[src/rtl/instr_fetch.sv]
// rtl/instr_fetch.sv - instruction fetch stage: PC tracking, redirect, stall and halt control
module instr_fetch #(
  parameter int unsigned    PC_W      = 22,
  parameter logic [PC_W-1:0] RESET_PC  = '0,
  parameter logic [31:0]    NOP_INSTR = 32'h7800_0000
) (
  input  logic            clk,
  input  logic            rst_n,
  input  logic            stall,
  input  logic            branch_taken,
  input  logic [PC_W-1:0] branch_addr,
  input  logic            hlt,
  input  logic            resume,
  output logic [PC_W-1:0] imem_addr,
  output logic            imem_en,
  input  logic [31:0]     imem_rdata,
  output logic [31:0]     instr,
  output logic            instr_valid,
  output logic [PC_W-1:0] PC_out,
  output logic [PC_W-1:0] next_PC,
  output logic            halted
);

  typedef enum logic {RUN = 1'b0, HALTED = 1'b1} state_e;

  state_e          state_q, state_d;
  logic [PC_W-1:0] fetch_pc_q, fetch_pc_d;
  logic [PC_W-1:0] data_pc_q, data_pc_d;
  logic            valid_q, valid_d;

  always_ff @(posedge clk or negedge rst_n) begin
    if (!rst_n) begin
      state_q    <= RUN;
      fetch_pc_q <= RESET_PC;
      data_pc_q  <= '0;
      valid_q    <= 1'b0;
    end else begin
      state_q    <= state_d;
      fetch_pc_q <= fetch_pc_d;
      data_pc_q  <= data_pc_d;
      valid_q    <= valid_d;
    end
  end

  // Priority: stall > halt > redirect > sequential step; HALTED leaves only on resume.
  always_comb begin
    state_d    = state_q;
    fetch_pc_d = fetch_pc_q;
    data_pc_d  = data_pc_q;
    valid_d    = valid_q;
    if (!stall) begin
      if (state_q == RUN) begin
        if (hlt) begin
          state_d = HALTED;
          valid_d = 1'b0;
        end else if (branch_taken) begin
          fetch_pc_d = branch_addr;
          valid_d    = 1'b0;
        end else begin
          data_pc_d  = fetch_pc_q;
          fetch_pc_d = fetch_pc_q + PC_W'(1);
          valid_d    = 1'b1;
        end
      end else if (resume) begin
        state_d    = RUN;
        data_pc_d  = fetch_pc_q;
        fetch_pc_d = fetch_pc_q + PC_W'(1);
        valid_d    = 1'b1;
      end else begin
        valid_d = 1'b0;
      end
    end
  end

  always_comb begin
    imem_addr   = fetch_pc_q;
    imem_en     = ~stall & ((state_q == RUN) | resume);
    instr_valid = valid_q;
    instr       = valid_q ? imem_rdata : NOP_INSTR;
    PC_out      = data_pc_q;
    next_PC     = data_pc_q + PC_W'(1);
    halted      = (state_q == HALTED);
  end

endmodule

[config.mk]
export PLATFORM = sky130hd
export DESIGN_NAME = instr_fetch
export DESIGN_NICKNAME = d
export VERILOG_FILES = /design/src/rtl/instr_fetch.sv
export SDC_FILE = /design/constraint.sdc
export NUM_CORES = 1
export LEC_CHECK = 0
export ABC_AREA = 1
export BUFFER_PORTS_ARGS = -buffer_cell sky130_fd_sc_hd__buf_4
export CAP_MARGIN = 20
export CORE_UTILIZATION = 47
export DETAILED_ROUTE_END_ITERATION = 12
export GPL_TIMING_DRIVEN = 0
export PLACE_DENSITY_LB_ADDON = 0.08
export REMOVE_ABC_BUFFERS = 1
export SETUP_SLACK_MARGIN = 0.02
export SLEW_MARGIN = 25
export SYNTH_ARGS = -nofsm -noshare
export SYNTH_HDL_FRONTEND = slang
export SYNTH_SLANG_ARGS = --single-unit
[constraint.sdc]
create_clock -name clk -period 1.6 [get_ports clk]
set_input_delay 0.16 -clock clk [delete_from_list [all_inputs] [get_ports clk]]
set_output_delay 0.16 -clock clk [all_outputs]
set_load 0.01 [all_outputs]
### After elaboration in Yosys (flattened, before gate mapping)

Index checks and enable logic that the tools add are counted.

* output and inout port bits: 101
* bits in registers: 46

* mux-type cells: 16
* $add $sub $neg: 2
* reduce and logical (&&, ||, !) cells: 2
* equal/unequal tests: 3
* bitwise operators: 4

Operators with widths (count)
* two-way mux 22 bit: 8
* adder 22 x 1 -> 22 bit (second input constant): 2
* two-way mux 32 bit: 1
* two-way mux 1 bit: 7
* != test 2 x 1 -> 1 bit (second input constant): 2
* AND reduction 4 bit: 1
* AND reduction 3 bit: 1
* != test 2 bit (second input constant): 1
* NOT 1 bit: 2
* bitwise AND 1 bit: 1
* bitwise OR 1 bit: 1

### Depth between registers and ports, before layout

Gate-level depths: netlist of the first run.

* depth in word-level cells: 4
* depth in mapped cells: 10
* mapped depth without buffers: 10

### Worst setup path before layout of the first run

Ideal clock, no wire load.

* path type: register to output
* start point: register data_pc_q[0], in the netlist PC_out[0]
* end point: output port next_PC[18]
* data required time: 1.440 ns
* path slack: 0.008 ns
* buffers on the path: 0
* stages on the path, launching flop included: 8
* arrival: 1.432 ns
* path through: dfrtp_1 > ha_1 > nand3_2 > nor2_4 > nand2_1 > nor2_1 > nand3_1 > xnor2_1

* longest elaborated chain between the ends: 1

Ends and longest elaborated chain
* start: declaration: line 28 `logic [PC_W-1:0] data_pc_q, data_pc_d;`
* start signal: assignment: line 40 `data_pc_q <= data_pc_d;`
* adder 22 x 1 -> 22 bit: line 81 `next_PC = data_pc_q + PC_W'(1);`
* end: declaration: line 20 `output logic [PC_W-1:0] next_PC,`

No other way between the ends.

### Worst setup path in the final report of the first run

* start point: register data_pc_q[5], in the netlist PC_out[5]
* end point: output port next_PC[17]

Same word-level chain as after synthesis.

==> impl_results.md, run 1 <==
* Status: finished with violations
* Failing checks: setup timing
* Layout cells sized above 1 at between 40 and 50%
* Fmax at 512.7 MHz
* Unrepaired setup endpoints after global routing: true
* Largest cells by area after synthesis: dfrtp_1 35%, nand2_1 19%, inv_1 8.3%
* Drc violations at 0
* CORE AREA at 6794 um^2
* Minimum clock period at 1.950 ns
* Crit-path cells: nand2_1 -> nor2_2 -> nand2_4 -> nor2_4 -> nand2_4 -> o21ai_1 -> nand2_1 -> buf_4
* Cell taking the most area after synthesis: dfrtp_1
* WL/cell at around 15 um
* Vias in the first global route at ~3,400
* Ys async rst share at 100.0%
* Max Root-Sink Buffers at 2
* Die Area at roughly 7400 um^2
* Final hold vios at 0
* Yosys reg bits at 46
* Die W at 85.84 um
* CP required at 1.44 ns
* Netlist cell types at 33
* CTS sink cnt at 46
* Clock Latency Late Sink at around 0.3 ns
* Syn Inst Count at approximately 500
* Period utilization at 121.9%
* LEAKAGE at between 2 and 3 nW
* FP Rows at 30
* Setup-failing EPs final at 21
* Fin nets at about 750
* FF-to-FF Start: imem_addr[1]
* Gp weighted congestion at 0.8625
* Setup CP Type: flop to primary output
* Slowest-stage cell, CP: dfrtp_2
* Fin. max-slew vios at 0
* Yosys top cell area share at 34.85%
* Clock slew at reported path FFs at 0.09 ns
* CTS Root Cell: clkbuf_8
* IO Count at 161
* Synth Cell Area at ~3300 um^2
* Vias at 3,927
* CTS tree: done
* Gr ovfl total at 0
* Setup crit start kind: flop
* Worst-path fanout max at 5
* Vias per inst at between 5 and 6
* DPL Wire Length at roughly 7.7 mm
* Crit-path leading delay family: simple AND/OR/NAND/NOR gates
* Fin Setup TNS at -4.382 ns
* Worst VDD drop at 0.7447 mV
* Placed insts at 739
* Initial drt markers at 237
* Initial core utilization at 48.62%
* Total Wirelength at 11.62 mm
* Synth top cells by count: 167 x nand2_1, 73 x inv_1, 46 x dfrtp_1
* YS warnings at 0
* Post-Layout Cell Count at 781
* Max-slew headroom at 59.27%
* Post-synth EDFFs at 0
* 1st-pass router iterations at 4
* Max-cap violations at 0
* Min-delay src: stall
* Hold crit path type: input port to flop
* Avg Inst Size Synth at around 6.6 um^2
* WP data arrival at 1.79 ns
* CP max stage delay at around 0.43 ns
* Diode count at 0
* PD cells at 1469 nW/um^2
* Synth Flop Type: dfrtp_1
* Element type at the critical path end: primary output
* Seq/Total Area, Yosys at roughly a third
* Pin count of the biggest net entering global routing at 47
* Total CTS buffers at 5
* Area Growth Syn to Fin at 57.99%
* Slew @ Worst Pin at approximately 0.6 ns
* Buf/Inv on CP at 1
* Die Span Y at 85.84 um
* Setup WS post-layout at -0.3505 ns
* Layout Skew at 0.004004 ns
* DRT antenna net count at 0
* Global-route wire length before repair at between 15 and 20 mm
* H-tree Lvls at 2
* Most frequent cell after synthesis: nand2_1
* IO buf count at 160
* Antenna violations before repair at 0
* Tot GR Track Use at between 20 and 30%
* Worst Setup SP: PC_out[5]
-- worst reg2reg max path: cells and delay by family, from the launching register on --
kind / cells / cell delay (ns)
AND/OR/NAND/NOR: 9 / 0.89
flip-flops: 1 / 0.42
adder cells (fa/ha/maj): 1 / 0.22
-- sequential cells by signal (all words and copies together), names as in the netlist --
signal       count
instr_valid      1
PC_out          22
halted           1
imem_addr       22
-- power by group --
part	switching [mW]	internal [mW]	leakage (nW)	total [mW]
clock	0.406	0.467	0.0514	0.873
sequential	0.784	1.65	0.541	2.44
combinational	2.30	2.06	2.22	4.35
total	3.49	4.18	2.81	7.67
-- routing by layer --
| layer | global-route usage [%] | share of wire, % |
|---|---|---|
| met5 | 0 | 0 |
| met4 | 10.30 | 3.2 |
| met3 | 3.946 | 6.5 |
| met2 | 51.49 | 52 |
| met1 | 32.97 | 38 |
-- cell families (layout without fill, tap and decap cells) --
| logic type | after synthesis | after routing | share of synthesized area (%) |
|---|---|---|---|
| AOI/OAI and AO/OA | 58 | 58 | 10.34 |
| and+or+nand+nor | 282 | 284 | 37.65 |
| adders and majority gates | 2 | 2 | 0.7575 |
| DFF | 46 | 46 | 34.85 |
| xor gates and xnor gates | 16 | 16 | 4.242 |
| buffers and inverters | 95 | 279 | 12.16 |
-- through the flow --
stage	instance area, um^2	power, mW	utilization [%]	hold WS, ns	setup WS [ns]
after floorplan	3198	4.084	-	-0.1356	-0.5080
after global placement	4519	5.944	66.52	0.2054	-0.8676
after detailed placement	4522	6.018	66.56	0.2109	-0.9264
after CTS	4816	7.088	70.88	0.08281	-0.3350
after global routing	5219	8.161	76.81	0.09066	-0.4519
final	5219	7.666	76.81	0.08684	-0.3505
-- final timing paths --
path / end / slack (ns) / depth (start not counted)
min in group asynchronous: PC_out[19] / 0.48 / 2
worst max register to register: imem_addr[20] / -0.04 / 10
max in group asynchronous: instr_valid / 0.64 / 2
worst max-delay path: next_PC[17] / -0.35 / 8
worst min register to register: PC_out[18] / 0.53 / 2
worst min-delay path: halted / 0.09 / 2
-- cell usage in the layout, fill, tap and decap left out, types with 4 or more instances in the layout --
cell type	n
buf_4	179
o21ai_0	12
buf_6	11
nor2_4	16
xor2_1	8
dfrtp_1	32
inv_2	7
a21oi_1	8
inv_1	69
nand2_2	10
nand2_1	159
dfrtp_2	13
nand3_1	22
o22ai_1	5
nor3_2	4
o21ai_1	16
nor2_2	6
clkbuf_8	5
or2_2	5
nand2_4	4
nand3_2	4
o21ai_2	11
nor2_1	37
nand4_1	6
-- final cells by class --
cell class              instances  area [um^2]
multi-input cells             360         2028
fillers                       487         1575
repair buffers                192         1483
flip-flops and latches         46         1171
inverters                      79        306.5
well taps                      96        120.1
clock buffers                   6        72.57
clock inverters                 2        37.54
-- what timing repair did --
item | 4_1_cts | 5_1_grt
resized for setup | 23 | 67
buffers inserted | 9 | 22
endpoints found under the hold margin | 46 | 0
hold buffers | 1 | 0
endpoints found under the setup margin | 92 | 52
pin swaps | 7 | 18
gates cloned | 1 | 2
Power figures use the tool's default switching activity.
==> inputs of run 2 (changes only) <==
- CELL_PAD_IN_SITES_DETAIL_PLACEMENT: unset -> 0
- CELL_PAD_IN_SITES_GLOBAL_PLACEMENT: unset -> 1
- CORE_UTILIZATION: 47 -> 31
- MAX_ROUTING_LAYER: unset -> met4
- SKIP_LAST_GASP: unset -> 1
==> run 2 against run 1 <==
Net effect:
- the run still ends with setup timing left
- fmax grew 3.4%
- utilization is 27 points lower
- worst setup slack improved by 0.065 ns
- highest routed layer unchanged
==> impl_results.md, run 2 (synthesized netlist as in run 1, its figures left out) <==
* Setup crit start kind: flop (unchanged)
* Pin count of the biggest net entering global routing at 47 (unchanged)
* Crit-path cells: buf_4 -> nand3_4 -> nor2_4 -> nand2_2 -> nor2_4 -> nand2_4 -> o21ai_1 -> nand2_1 -> buf_4 (was nand2_1 -> nor2_2 -> nand2_4 -> nor2_4 -> nand2_4 -> o21ai_1 -> nand2_1 -> buf_4)
* Total Wirelength at 11.76 mm (was 11.62 mm)
* CTS tree: done (unchanged)
* Layout cells sized above 1 at 41.09% (was 43.07%)
* CTS Root Cell: clkbuf_8 (unchanged)
* Worst-path fanout max at 5 (unchanged)
* Global-route wire length before repair at 17.96 mm (was 16.19 mm)
* Antenna violations before repair at 0 (unchanged)
* Post-Layout Cell Count at 815 (was 781)
* Post-DP Area at 4572 um^2 (was 4522 um^2)
* Max Root-Sink Buffers at 2 (unchanged)
* Gr ovfl total at 0 (unchanged)
* Setup CP Type: flop to primary output (unchanged)
* Fill count at 1,035 (was 487)
* Setup-failing EPs final at 16 (was 21)
* Slowest-stage cell, CP: dfrtp_1 (was dfrtp_2)
* Most common cell after layout, fill and taps aside: buf_4 (unchanged)
* Vias at 3,765 (was 3,927)
* CTS sink cnt at 46 (unchanged)
* Die Span Y at 105.2 um (was 85.84 um)
* Element type at the critical path end: primary output (unchanged)
* CP required at 1.44 ns (about the same)
* Total CTS buffers at 5 (unchanged)
* Crit-path leading delay family: simple AND/OR/NAND/NOR gates (unchanged)
* Status: finished with violations (unchanged)
* Worst VDD drop at 0.5080 mV (was 0.7447 mV)
* Vias in the first global route at 3,589 (was 3,436)
* Hold endpoint: halted (unchanged)
* WL/cell at 14.43 um (was 14.88 um)
* Tot GR Track Use at 21.21% (was 27.95%)
* Unrepaired setup endpoints after global routing: true (unchanged)
* Hold crit path type: input port to flop (unchanged)
* Fin nets at 741 (was 746)
* Minimum clock period at 1.886 ns (was 1.950 ns)
* Fin Setup TNS at -2.937 ns (was -4.382 ns)
* Drc violations at 0 (unchanged)
* Slew @ Worst Pin at 0.6098 ns (was 0.6110 ns)
* Placed insts at 779 (was 739)
* Failing checks: setup timing (unchanged)
* IO buf count at 160 (unchanged)
* FP Rows at 37 (was 30)
* Gp weighted congestion at 0.7999 (was 0.8625)
* Fin. max-slew vios at 0 (unchanged)
* Diode count at 0 (unchanged)
* DPL Wire Length at 8.232 mm (was 7.743 mm)
* Commonest non-fill, non-tap cells in the layout: 180 x buf_4, 157 x nand2_1, 71 x inv_1 (was 179 x buf_4, 159 x nand2_1, 69 x inv_1)
* Hold Slack at 0.06894 ns (was 0.08684 ns)
* Post-Layout Inst Area at 5130 um^2 (was 5219 um^2)
* 1st-pass router iterations at 4 (unchanged)
* R2r worst-path depth at 10 (unchanged)
* Initial drt markers at 122 (was 237)
* Area Growth Syn to Fin at 55.30% (was 57.99%)
* Period utilization at 117.9% (was 121.9%)
* Final hold vios at 0 (unchanged)
* FF-to-FF Start: imem_addr[1] (unchanged)
* Max-slew headroom at 59.35% (was 59.27%)
* Die Area at 11,070 um^2 (was 7368 um^2)
* CORE AREA at 10,320 um^2 (was 6794 um^2)
* IO Count at 161 (unchanged)
* Max-cap violations at 0 (unchanged)
* Min-delay src: stall (unchanged)
* Reg-to-reg endpoint: imem_addr[14] (was imem_addr[20])
* Area taken by multi-input logic gates at 1981 um^2 (was 2028 um^2)
* Fmax at 530.3 MHz (was 512.7 MHz)
* Initial core utilization at 32.00% (was 48.62%)
* H-tree Lvls at 2 (unchanged)
* LEAKAGE at 2.749 nW (was 2.810 nW)
* PD cells at 1432 nW/um^2 (was 1469 nW/um^2)
* Clock Latency Late Sink at 0.31 ns (was 0.30 ns)
* DRT antenna net count at 0 (unchanged)
* CP max stage delay at 0.40 ns (was 0.43 ns)
* WP data arrival at 1.73 ns (was 1.79 ns)
* Layout Skew at 0.009765 ns (was 0.004004 ns)
* Buf/Inv on CP at 2 (was 1)
* Setup WS post-layout at -0.2858 ns (was -0.3505 ns)
* Die W at 105.2 um (was 85.84 um)
* Min-Delay Path Depth at 2 (unchanged)
* Clock slew at reported path FFs at 0.09 ns (about the same)
* Vias per inst at 4.620 (was 5.028)
* Reg area at 1174 um^2 (was 1171 um^2)
* R2R setup slack at 0.01 ns (was -0.04 ns)
==> run 2: cell type report <==
| class | instances | share of cell area [%] |
|---|---|---|
| Multi-Input combinational cell | 362 | 38.61 |
| Clock buffer | 5 | 1.341 |
| Tap cell | 136 | 3.317 |
| Clock inverter | 2 | 0.1951 |
| Inverter | 79 | 6.073 |
| Timing Repair Buffer | 185 | 27.59 |
| Sequential cell | 46 | 22.88 |
==> run 2: how the worst max path moves through the flow <==
stage	from	end	slack, ns	depth (start not counted)
finish	PC_out[1]	next_PC[17]	-0.29	9
global route	PC_out[1]	next_PC[17]	-0.42	9
CTS	PC_out[1]	next_PC[18]	-0.39	8
detailed placement	halted	PC_out[18]	-1.00	8
global placement	halted	PC_out[12]	-0.94	8
floorplan	halted	PC_out[10]	-0.51	8
==> run 2: power breakdown <==
part	switching (mW)	internal, mW
clock	0.421	0.295
sequential	0.750	1.66
combinational	2.22	2.00
==> run 2: timing repair <==
item,4_1_cts,5_1_grt
setup endpoints to repair,93,63
hold buffers,1,0
endpoints found under the hold margin,46,0
gates resized for setup,35,34
gates cloned,2,2
setup buffers,14,10
pin swaps,10,21
==> run 2: through the flow <==
stage	total power [mW]	utilization (%)	worst slack, ns
after floorplan	4.084	-	-0.5080
after global placement	6.036	44.26	-0.9444
after detailed placement	6.079	44.29	-1.004
after CTS	7.136	47.61	-0.3897
after global routing	7.935	49.69	-0.4248
final	7.348	49.69	-0.2858
==> run 2: layer usage <==
metal | routed length (um) | share of wire, % | vias up | track usage, %
met2 | 5867 | 50 | 141 | 37.36
met1 | 4736 | 40 | 1702 | 24.48
met4 | 297 | 2.5 | 0 | 6.841
met3 | 858 | 7.3 | 18 | 3.587
li1 | - | - | 1904 | -
met5 | 0 | 0 | - | -
